<file path="src/rtl/gray_ptr_rx.sv">
// Read-side end of a gray-coded FIFO pointer crossing: synchronizes the writer's
// gray pointer, tracks the binary read pointer and derives empty/count/read handshake.
module gray_ptr_rx #(
    parameter int ADDR_W      = 4,
    parameter int SYNC_STAGES = 2   // legal range 2..4
) (
    input  logic              clk,
    input  logic              rst,
    input  logic [ADDR_W:0]   wr_ptr_gray_in,
    input  logic              rd_en,
    output logic              rd_fire,
    output logic [ADDR_W-1:0] rd_addr,
    output logic [ADDR_W:0]   rd_ptr_gray,
    output logic              empty,
    output logic [ADDR_W:0]   count,
    output logic              gray_err
);

    localparam int PW = ADDR_W + 1;
    localparam logic [PW-1:0] DEPTH = {1'b1, {ADDR_W{1'b0}}};

    logic [PW-1:0] sync_q [SYNC_STAGES];
    logic [PW-1:0] sync_out;
    logic [PW-1:0] prev_sample;
    logic [PW-1:0] wr_bin;
    logic [PW-1:0] rd_bin;
    logic [PW-1:0] rd_bin_inc;
    logic [PW-1:0] sample_diff;
    logic          multi_bit_step;
    logic          overrun;

    // Handshake: rd_en is a request that may be held at any time; rd_fire is
    // the acceptance, asserted only when an entry is visible, and the read
    // pointer advances on exactly those edges.

    always_ff @(posedge clk) begin
        if (rst) begin
            for (int i = 0; i < SYNC_STAGES; i++) begin
                sync_q[i] <= '0;
            end
        end else begin
            sync_q[0] <= wr_ptr_gray_in;
            for (int i = 1; i < SYNC_STAGES; i++) begin
                sync_q[i] <= sync_q[i-1];
            end
        end
    end

    assign sync_out = sync_q[SYNC_STAGES-1];

    // Binary bit i is the XOR of gray bits i..MSB.
    always_comb begin
        wr_bin = '0;
        for (int i = 0; i < PW; i++) begin
            wr_bin[i] = ^(sync_out >> i);
        end
    end

    assign count      = wr_bin - rd_bin;
    assign empty      = (count == '0);
    assign rd_fire    = rd_en & ~empty;
    assign rd_addr    = rd_bin[ADDR_W-1:0];
    assign rd_bin_inc = rd_bin + 1'b1;

    // More than one bit set in the sample-to-sample difference is an illegal gray step.
    assign sample_diff    = sync_out ^ prev_sample;
    assign multi_bit_step = (sample_diff & (sample_diff - 1'b1)) != '0;
    assign overrun        = count > DEPTH;

    always_ff @(posedge clk) begin
        if (rst) begin
            prev_sample <= '0;
            rd_bin      <= '0;
            rd_ptr_gray <= '0;
            gray_err    <= 1'b0;
        end else begin
            prev_sample <= sync_out;
            if (rd_fire) begin
                rd_bin      <= rd_bin_inc;
                rd_ptr_gray <= rd_bin_inc ^ (rd_bin_inc >> 1);
            end
            if (multi_bit_step || overrun) begin
                gray_err <= 1'b1;
            end
        end
    end

endmodule

</file>
<file path="config.mk">
export PLATFORM = sky130hd
export DESIGN_NAME = gray_ptr_rx
export DESIGN_NICKNAME = d
export VERILOG_FILES = /design/src/rtl/gray_ptr_rx.sv
export SDC_FILE = /design/constraint.sdc
export NUM_CORES = 1
export LEC_CHECK = 0
export ABC_AREA = 1
export CAP_MARGIN = 10
export CORE_ASPECT_RATIO = 1.1
export CORE_UTILIZATION = 54
export CTS_CLUSTER_SIZE = 25
export DETAILED_ROUTE_END_ITERATION = 10
export PLACE_DENSITY = 0.93
export SETUP_SLACK_MARGIN = 0.2
export SYNTH_ARGS = -nofsm -noshare
export SYNTH_HDL_FRONTEND = slang
export SYNTH_SLANG_ARGS = --single-unit
</file>
<file path="constraint.sdc">
create_clock -name clk -period 6.4 [get_ports clk]
set_input_delay 1.28 -clock clk [delete_from_list [all_inputs] [get_ports clk]]
set_output_delay 1.28 -clock clk [all_outputs]
set_load 0.05 [all_outputs]
</file>
## Yosys cells after proc, flatten, opt, wreduce, memory -nomap -nowiden

Memory sizes are Yosys's and may differ from the RTL's.
Index checks and enable logic that the tools add are counted.

- $add $sub $neg: 3
- Order comparisons: 1
- Mux-type cells: 5
- Bitwise operators: 7
- Reduce and logical (&&, ||, !) cells: 8

Operators by type and width:

| kind | number |
|---|---|
| $reduce_xor 5->1 | 5 |
| $mux 5 | 2 |
| $add 5x1->5 const B | 1 |
| $and 5x5->5 | 1 |
| $gt 5x5->1 const B | 1 |
| $logic_not 5->1 | 1 |
| $reduce_bool 5->1 | 1 |
| $sub 5x1->5 const B | 1 |
| $sub 5x5->5 | 1 |
| $xor 5x4->5 | 1 |
| $xor 5x5->5 | 1 |
| $mux 1 | 3 |
| $or 1x1->1 | 2 |
| $and 1x1->1 | 1 |
| $logic_or 1x1->1 | 1 |
| $not 1->1 | 1 |

- Flip-flop bits (word level): 16
- Bits in writable memories: 10
- Bits of input ports: 8
- Output and inout port bits: 17
- Word-level logic and storage cells: 29
- Memories kept: 1

Memories:

| name | depth | width | read ports | clocked after memory_dff | write ports | line | text |
|---|---|---|---|---|---|---|---|
| sync_q | 2 | 5 | 2 | 0 | 2 | 22 | `logic [PW-1:0] sync_q [SYNC_STAGES];` |

## Logic depth before layout (Yosys ltp)

Gate-level depths: netlist of the first run.

- Depth after elaboration: 5
- Gate-level depth with buffers: 16
- Gate-level depth less buffers: 16

## Worst setup path after synthesis of the first run

No wires, ideal clock.

- Path type: register to output
- Start point: memory sync_q[0][9] in the netlist's numbering
- End point: output port rd_fire
- Arrival time: 3.262 ns
- Data required time: 5.120 ns
- Setup slack: 1.858 ns
- Cell stages (with the launch flop): 13
- Buffers on the path: 0
- Cells stage by stage: dfxtp_1 -> xor2_2 -> xor2_2 -> xor2_1 -> nand2_1 -> nand2_1 -> ha_1 -> fa_1 -> xnor2_1 -> nor2_1 -> nand3_2 -> nand2_1 -> inv_1

RTL lines:

| element | line | text |
|---|---|---|
| start, declared | 22 |  |
| end, declared | 11 | `output logic rd_fire,` |

==> results of run 1 <==
-- area by class of cell --
| type | instances | share of cell area |
|---|---|---|
| sequential | 25 | 0.317 |
| tap | 30 | 0.0238 |
| timing repair buffer | 24 | 0.152 |
| multi-input combinational | 115 | 0.400 |
| clock buffer | 3 | 0.0143 |
| inverter | 37 | 0.0880 |
| clock inverter | 1 | 0.00475 |
-- path summary, 6_finish.rpt --
kind	depth (start not counted)	end
worst max-delay path	14	rd_fire
worst min-delay path	2	sync_q[0][7]
worst max register to register	16	rd_bin[3]
worst min register to register	2	sync_q[0][7]
-- metrics by stage --
step	cells	hold WS, ps	setup slack [ps]
global route	235	436	1100
global placement	231	389	1870
floorplan	181	388	1860
finish	235	412	1390
detailed placement	231	394	1760
CTS	235	414	1380
-- sequential cells by signal, summed over array words and instances, names as in the netlist --
signal,cells
rd_bin,4
rd_ptr_gray,5
sync_q,10
prev_sample,5
gray_err,1
-- worst reg2reg max path: cells and delay by family, from the launching register on --
family	cells	cell delay, ps
adder cells (fa/ha/maj)	2	600
XOR/XNOR	3	570
flip-flops	1	450
AND/OR/NAND/NOR	11	1210
-- cell usage in the layout, fill, tap and decap left out, drive strengths merged, types with 2 or more instances in the layout --
cell	n
inv	36
nand3	13
nand2	38
nor2	28
ha	5
dfxtp	25
clkdlybuf4s50	24
nand3b	2
xnor2	3
a21oi	10
clkbuf	3
xor2	13
-- kinds of logic (layout without fill, tap and decap cells) --
group / after synthesis / in the layout
AND/OR/NAND/NOR: 82 / 82
buffers and inverters: 41 / 65
flip-flops: 25 / 25
XOR/XNOR: 16 / 16
AO/OA/AOI/OAI: 11 / 11
adder cells (fa/ha/maj): 6 / 6
-- routing by layer --
layer / wire, um / share of wire
met3: 45 / 0.020
met4: 13 / 0.0057
met1: 1040 / 0.46
met5: 0 / 0
met2: 1180 / 0.52
-- power breakdown --
part / internal, mW / total [mW] / switching [mW]
combinational: 0.0816 / 0.236 / 0.155
sequential: 0.169 / 0.180 / 0.0114
clock: 0.0238 / 0.0713 / 0.0474
total: 0.274 / 0.488 / 0.213
==> flow_summary.ini, run 1 <==
[outcome]
status = complete, no violations

[yosys]
muxShareOfSynthArea = 0
synth_compound_area_frac = 0.0428
synth.distinct_cells = 18
synth-seq-area-share = 0.389
synth_seq_cells = 25
synth-adder-area-share = 0.0641
syn-cell-area_mm2 = 0.00129
synth-edff-count = 0
synth.top_cell.area_share = 0.389
synth_top_family_by_area = simple AND/OR/NAND/NOR gates
synth_ff_type = dfxtp_1
ys_top_cells_by_count = nand2_1, inv_1, nor2_1
synth_top_cell_by_area = dfxtp_1
netlist_top_cells_area = dfxtp_1, nand2_1, inv_1
avgSynthCellArea_um2 = 7.11
synth_nets = 195
ys_async_sr_fraction = 0
yosysWarnings = 0
synth-simple-area-share = 0.263
synthXorXnorAreaFrac = 0.121
synth_most_common_cell = nand2_1
post_synth_inst_count = 181

[timing]
finalSetupViolCount = 0
worst_pin_slew_ps = 523
max_freq_mhz = 200
fin_skew_ps = 7.07
rsz0062_at_grt = no
hold_viol = 0
finalCritPeriodShare = 0.783
timing.final.crit_period_ps = 5010
slew_violations = 0
setup_tns_ps = 0
maxSlewHeadroom = 0.650

[drt]
totalWireLength_um = 2280
vias = 1096
drc = 0
firstDrtPassIters = 4
viasPerCell = 4.66
antenna_left = 0
drt_iter0_drc = 18
post_drt_wl_per_cell_um = 9.71

[final_layout]
n_fill_cell = 181
utilization = 0.701
num-nets-final = 220
multiInputGateArea_um2 = 632
seqCellArea_um2 = 500
area_growth_syn_to_layout_pct = 22.6
antennaDiodeCount = 0
drive_above_1_share = 0.0341
stdcell_area_mm2 = 0.00158

[setup_path]
cp_data_arrival_time_ps = 3730
cp-end-kind = output pin
path_cells = xor2_2, xor2_2, xor2_1, nand2_1, nand2_1, ha_1, fa_1, nand3b_1, nand3_1, nand2_1, nand3_2, nand2_1, inv_1, clkdlybuf4s50_1
cp.required_ps = 5120
crit_fanout = 16
r2r_start = sync_q[0][9]
path_delay_family = simple AND/OR/NAND/NOR gates
startpoint = sync_q[0][9]
crit_top_cell = nand2_1
max_stage_delay_ps = 790
startpoint_type = flop
path_buf_inv = 2
worstSetupPathType = reg2out
slowest_stage = clkdlybuf4s50_1
ff2ff_setup_slack_ps = 3490

[global_routing]
antenna_found_initial = 0
grt_use_met1 = 0.235
busiest_layer = met2
grt_pass1_wl_um = 3870
grt_overflow = 0
grt_use_total = 0.197
grtUsageMet2 = 0.366
use_met3 = 0.0172
grt_max_degree = 17
first_global_vias = 959

[cts]
root_buffer = clkbuf_4
clock_latency_ps = 320
clk_path_buf_depth = 2
cts_buffers = 3
htree_levels = 1
cts_resized = 0
cts_tree = yes
post_cts_buffers = 0
path_clk_slew_ps = 130
cts.sinks = 25
hold_buffers = 0

[hold_path]
worstHoldStart = sync_q[0][2]
worstHoldPathType = reg2reg

[floorplan]
core_region_area_mm2 = 0.00225
dieHeight_um = 53.2
rows = 18
die-area_mm2 = 0.00258
start_util = 0.572
io_pins = 25
die_w_um = 48.6

[power_and_ir_drop]
peakVddDrop_mv = 0.234
total_power_uw = 488
p_per_area_mw_per_mm2 = 309
leakage_nw = 0.800

[place]
post-dp-hpwl_um = 1760
gp_congestion = 0.888
placed_area_mm2 = 0.00155
portBuffers = 24

[flow_run]
maxCapViolations = 0
No activity file was read; power rests on OpenSTA's default activity.
==> inputs of run 2 (changes only) <==
--- a/config.mk
+++ b/config.mk
@@ -8,10 +8,10 @@
 export ABC_AREA = 1
 export CAP_MARGIN = 10
 export CORE_ASPECT_RATIO = 1.1
-export CORE_UTILIZATION = 54
+export CORE_UTILIZATION = 45
 export CTS_CLUSTER_SIZE = 25
 export DETAILED_ROUTE_END_ITERATION = 10
-export PLACE_DENSITY = 0.93
+export PLACE_DENSITY = 0.84
 export SETUP_SLACK_MARGIN = 0.2
 export SYNTH_ARGS = -nofsm -noshare
 export SYNTH_HDL_FRONTEND = slang
==> constraint.sdc (replaced) <==
create_clock -name clk -period 4.2 [get_ports clk]
set_input_delay 0.84 -clock clk [delete_from_list [all_inputs] [get_ports clk]]
set_output_delay 0.84 -clock clk [all_outputs]
set_load 0.05 [all_outputs]
==> run 2 against run 1 <==
Compared with the run above:
- core utilization down 8.5 points
- global-route usage down 3.3 points
- sequential power up 53%
- clock skew down 5.5 ps
- flip-flop and latch count unchanged
- setup slack worse by 1000 ps
- count of clock-buffer cells in the layout unchanged
- routed wire length down 0.83%
- clock power up 51%
- hold slack worse by 11 ps
- design area up 2.0%
- die area up 19%
- critical path type unchanged
- highest routed layer unchanged
==> flow_summary.ini, run 2 (synthesized netlist as in run 1, its figures left out) <==
[timing]
maxSlewHeadroom = 0.639
worst_slack_ps = 387
worst_pin_slew_ps = 539
finalSetupViolCount = 0
max_freq_mhz = 262
whs_ps = 402
rsz0062_at_grt = yes
fin_skew_ps = 1.52
slew_violations = 0
finalCritPeriodShare = 0.908
timing.final.crit_period_ps = 3810
hold_viol = 0
setup_tns_ps = 0

[global_routing]
first_global_vias = 874
grt_overflow = 0
grt_max_degree = 17
antenna_found_initial = 0
use_met3 = 0.0157
busiest_layer = met2
grt_pass1_wl_um = 3680
grtUsageMet2 = 0.262
grt_use_met1 = 0.220
grt_use_total = 0.164

[final_layout]
reg.largest.list = sync_q x10, prev_sample x5, rd_ptr_gray x5
antennaDiodeCount = 0
n_fill_cell = 239
area_growth_syn_to_layout_pct = 25.1
largest_reg_flops = 10
fin_cells = 237
utilization = 0.616
stdcell_area_mm2 = 0.00161
drive_above_1_share = 0.0728
num-nets-final = 221
top_register = sync_q
most-common-layout-cells = nand2_1, inv_1, nor2_1
final_common_cell = nand2_1

[setup_path]
startpoint_type = flop
path_cells = xor2_2, xor2_2, xor2_1, nand2_1, nand2_1, ha_1, fa_1, nand3b_1, nand2_1, nand2_1, nand2_1, nand3_2, nand2_2, inv_1, buf_12
worstSetupPathType = reg2out
crit_top_cell = nand2_1
slowest_stage = fa_1
max_stage_delay_ps = 420
cp.required_ps = 3360
cp_data_arrival_time_ps = 2970
crit_fanout = 5
cp-end-kind = output pin

[power_and_ir_drop]
pwr-share-clk = 0.145
p_sw_frac = 0.437
peakVddDrop_mv = 0.346
share_comb_of_total_power = 0.487
total_power_uw = 746
p_per_area_mw_per_mm2 = 463
leakage_nw = 0.848
power.switching_uw = 326
p_int_uw = 420
p_seq_frac = 0.368

[place]
post-dp-hpwl_um = 1810
dp.cells = 233
portBuffers = 24
placed_area_mm2 = 0.00157
gp_congestion = 0.797
preCtsSetupSlack_ps = 356

[floorplan]
dieHeight_um = 58.1
die_w_um = 53
rows = 19
io_pins = 25
die-area_mm2 = 0.00308
core_region_area_mm2 = 0.00262
start_util = 0.492

[cts]
cts.sinks = 25
path_clk_slew_ps = 140
root_buffer = clkbuf_4
cts_buffers = 3
clock_latency_ps = 310
htree_levels = 1
hold_buffers = 0
cts_tree = yes
clk_path_buf_depth = 2
post_cts_buffers = 0

[drt]
totalWireLength_um = 2260
drc = 0
antenna_left = 0
firstDrtPassIters = 4
viasPerCell = 4.51
post_drt_wl_per_cell_um = 9.54
vias = 1070
drt_iter0_drc = 16

[hold_path]
worstHoldPathType = reg2reg

[outcome]
status = complete, no violations

[flow_run]
maxCapViolations = 0
## run 2: changes by cell type in the layout (fill, tap and decap cells not counted)
cell	change
buf_4	+2
xnor2_1	-1
buf_12	+1
nand2_1	-1
xnor2_2	+1
dfxtp_1	-2
dfxtp_2	+2
dlymetal6s2s_1	+3
clkdlybuf4s50_1	-6
nand2_2	+1
clkbuf_2	+1
## run 2: final timing paths
path	depth (start not counted)	start	slack, ps	to
max reg2reg	16	sync_q[0][9]	1400	rd_ptr_gray[3]
min	2	sync_q[0][3]	400	sync_q[0][8]
max	15	sync_q[0][9]	390	rd_fire
min reg2reg	2	sync_q[0][3]	400	sync_q[0][8]
## run 2: routing by layer
metal  up-vias  routed length, um
met5         -                  0
met4         0                 27
met3         2                 54
met2        19               1130
met1       464               1050
li1        585                  -
## run 2: final cells by class
cell class | instances | area, um2 | share of cell area
clock buffers | 3 | 22.5 | 0.0140
clock inverters | 1 | 7.51 | 0.00466
inverters | 37 | 139 | 0.0862
multi-input cells | 115 | 642 | 0.399
flip-flops and latches | 25 | 503 | 0.312
well taps | 31 | 38.8 | 0.0241
repair buffers | 25 | 258 | 0.160
## run 2: power by group through the flow
stage          Sequential [mW]  Clock [mW]  Combinational, mW
6_report                 0.275       0.108              0.363
3_3_place_gp             0.279           0              0.364
3_5_place_dp             0.280           0              0.368
4_1_cts                  0.275       0.110              0.367
2_1_floorplan            0.326           0              0.218
5_1_grt                  0.278       0.123              0.393
## run 2: repair_timing
action | in CTS | in global routing
gates resized for setup | 1 | 8
pin swaps | 0 | 1
endpoints found under the setup margin | 1 | 6
## run 2: worst max-delay path: cells and delay by family (launching register included)
kind                     cells  cell delay [ps]
AND/OR/NAND/NOR              8              820
XOR/XNOR                     3              590
adder cells (fa/ha/maj)      2              620
buffers and inverters        2              240
flip-flops                   1              400
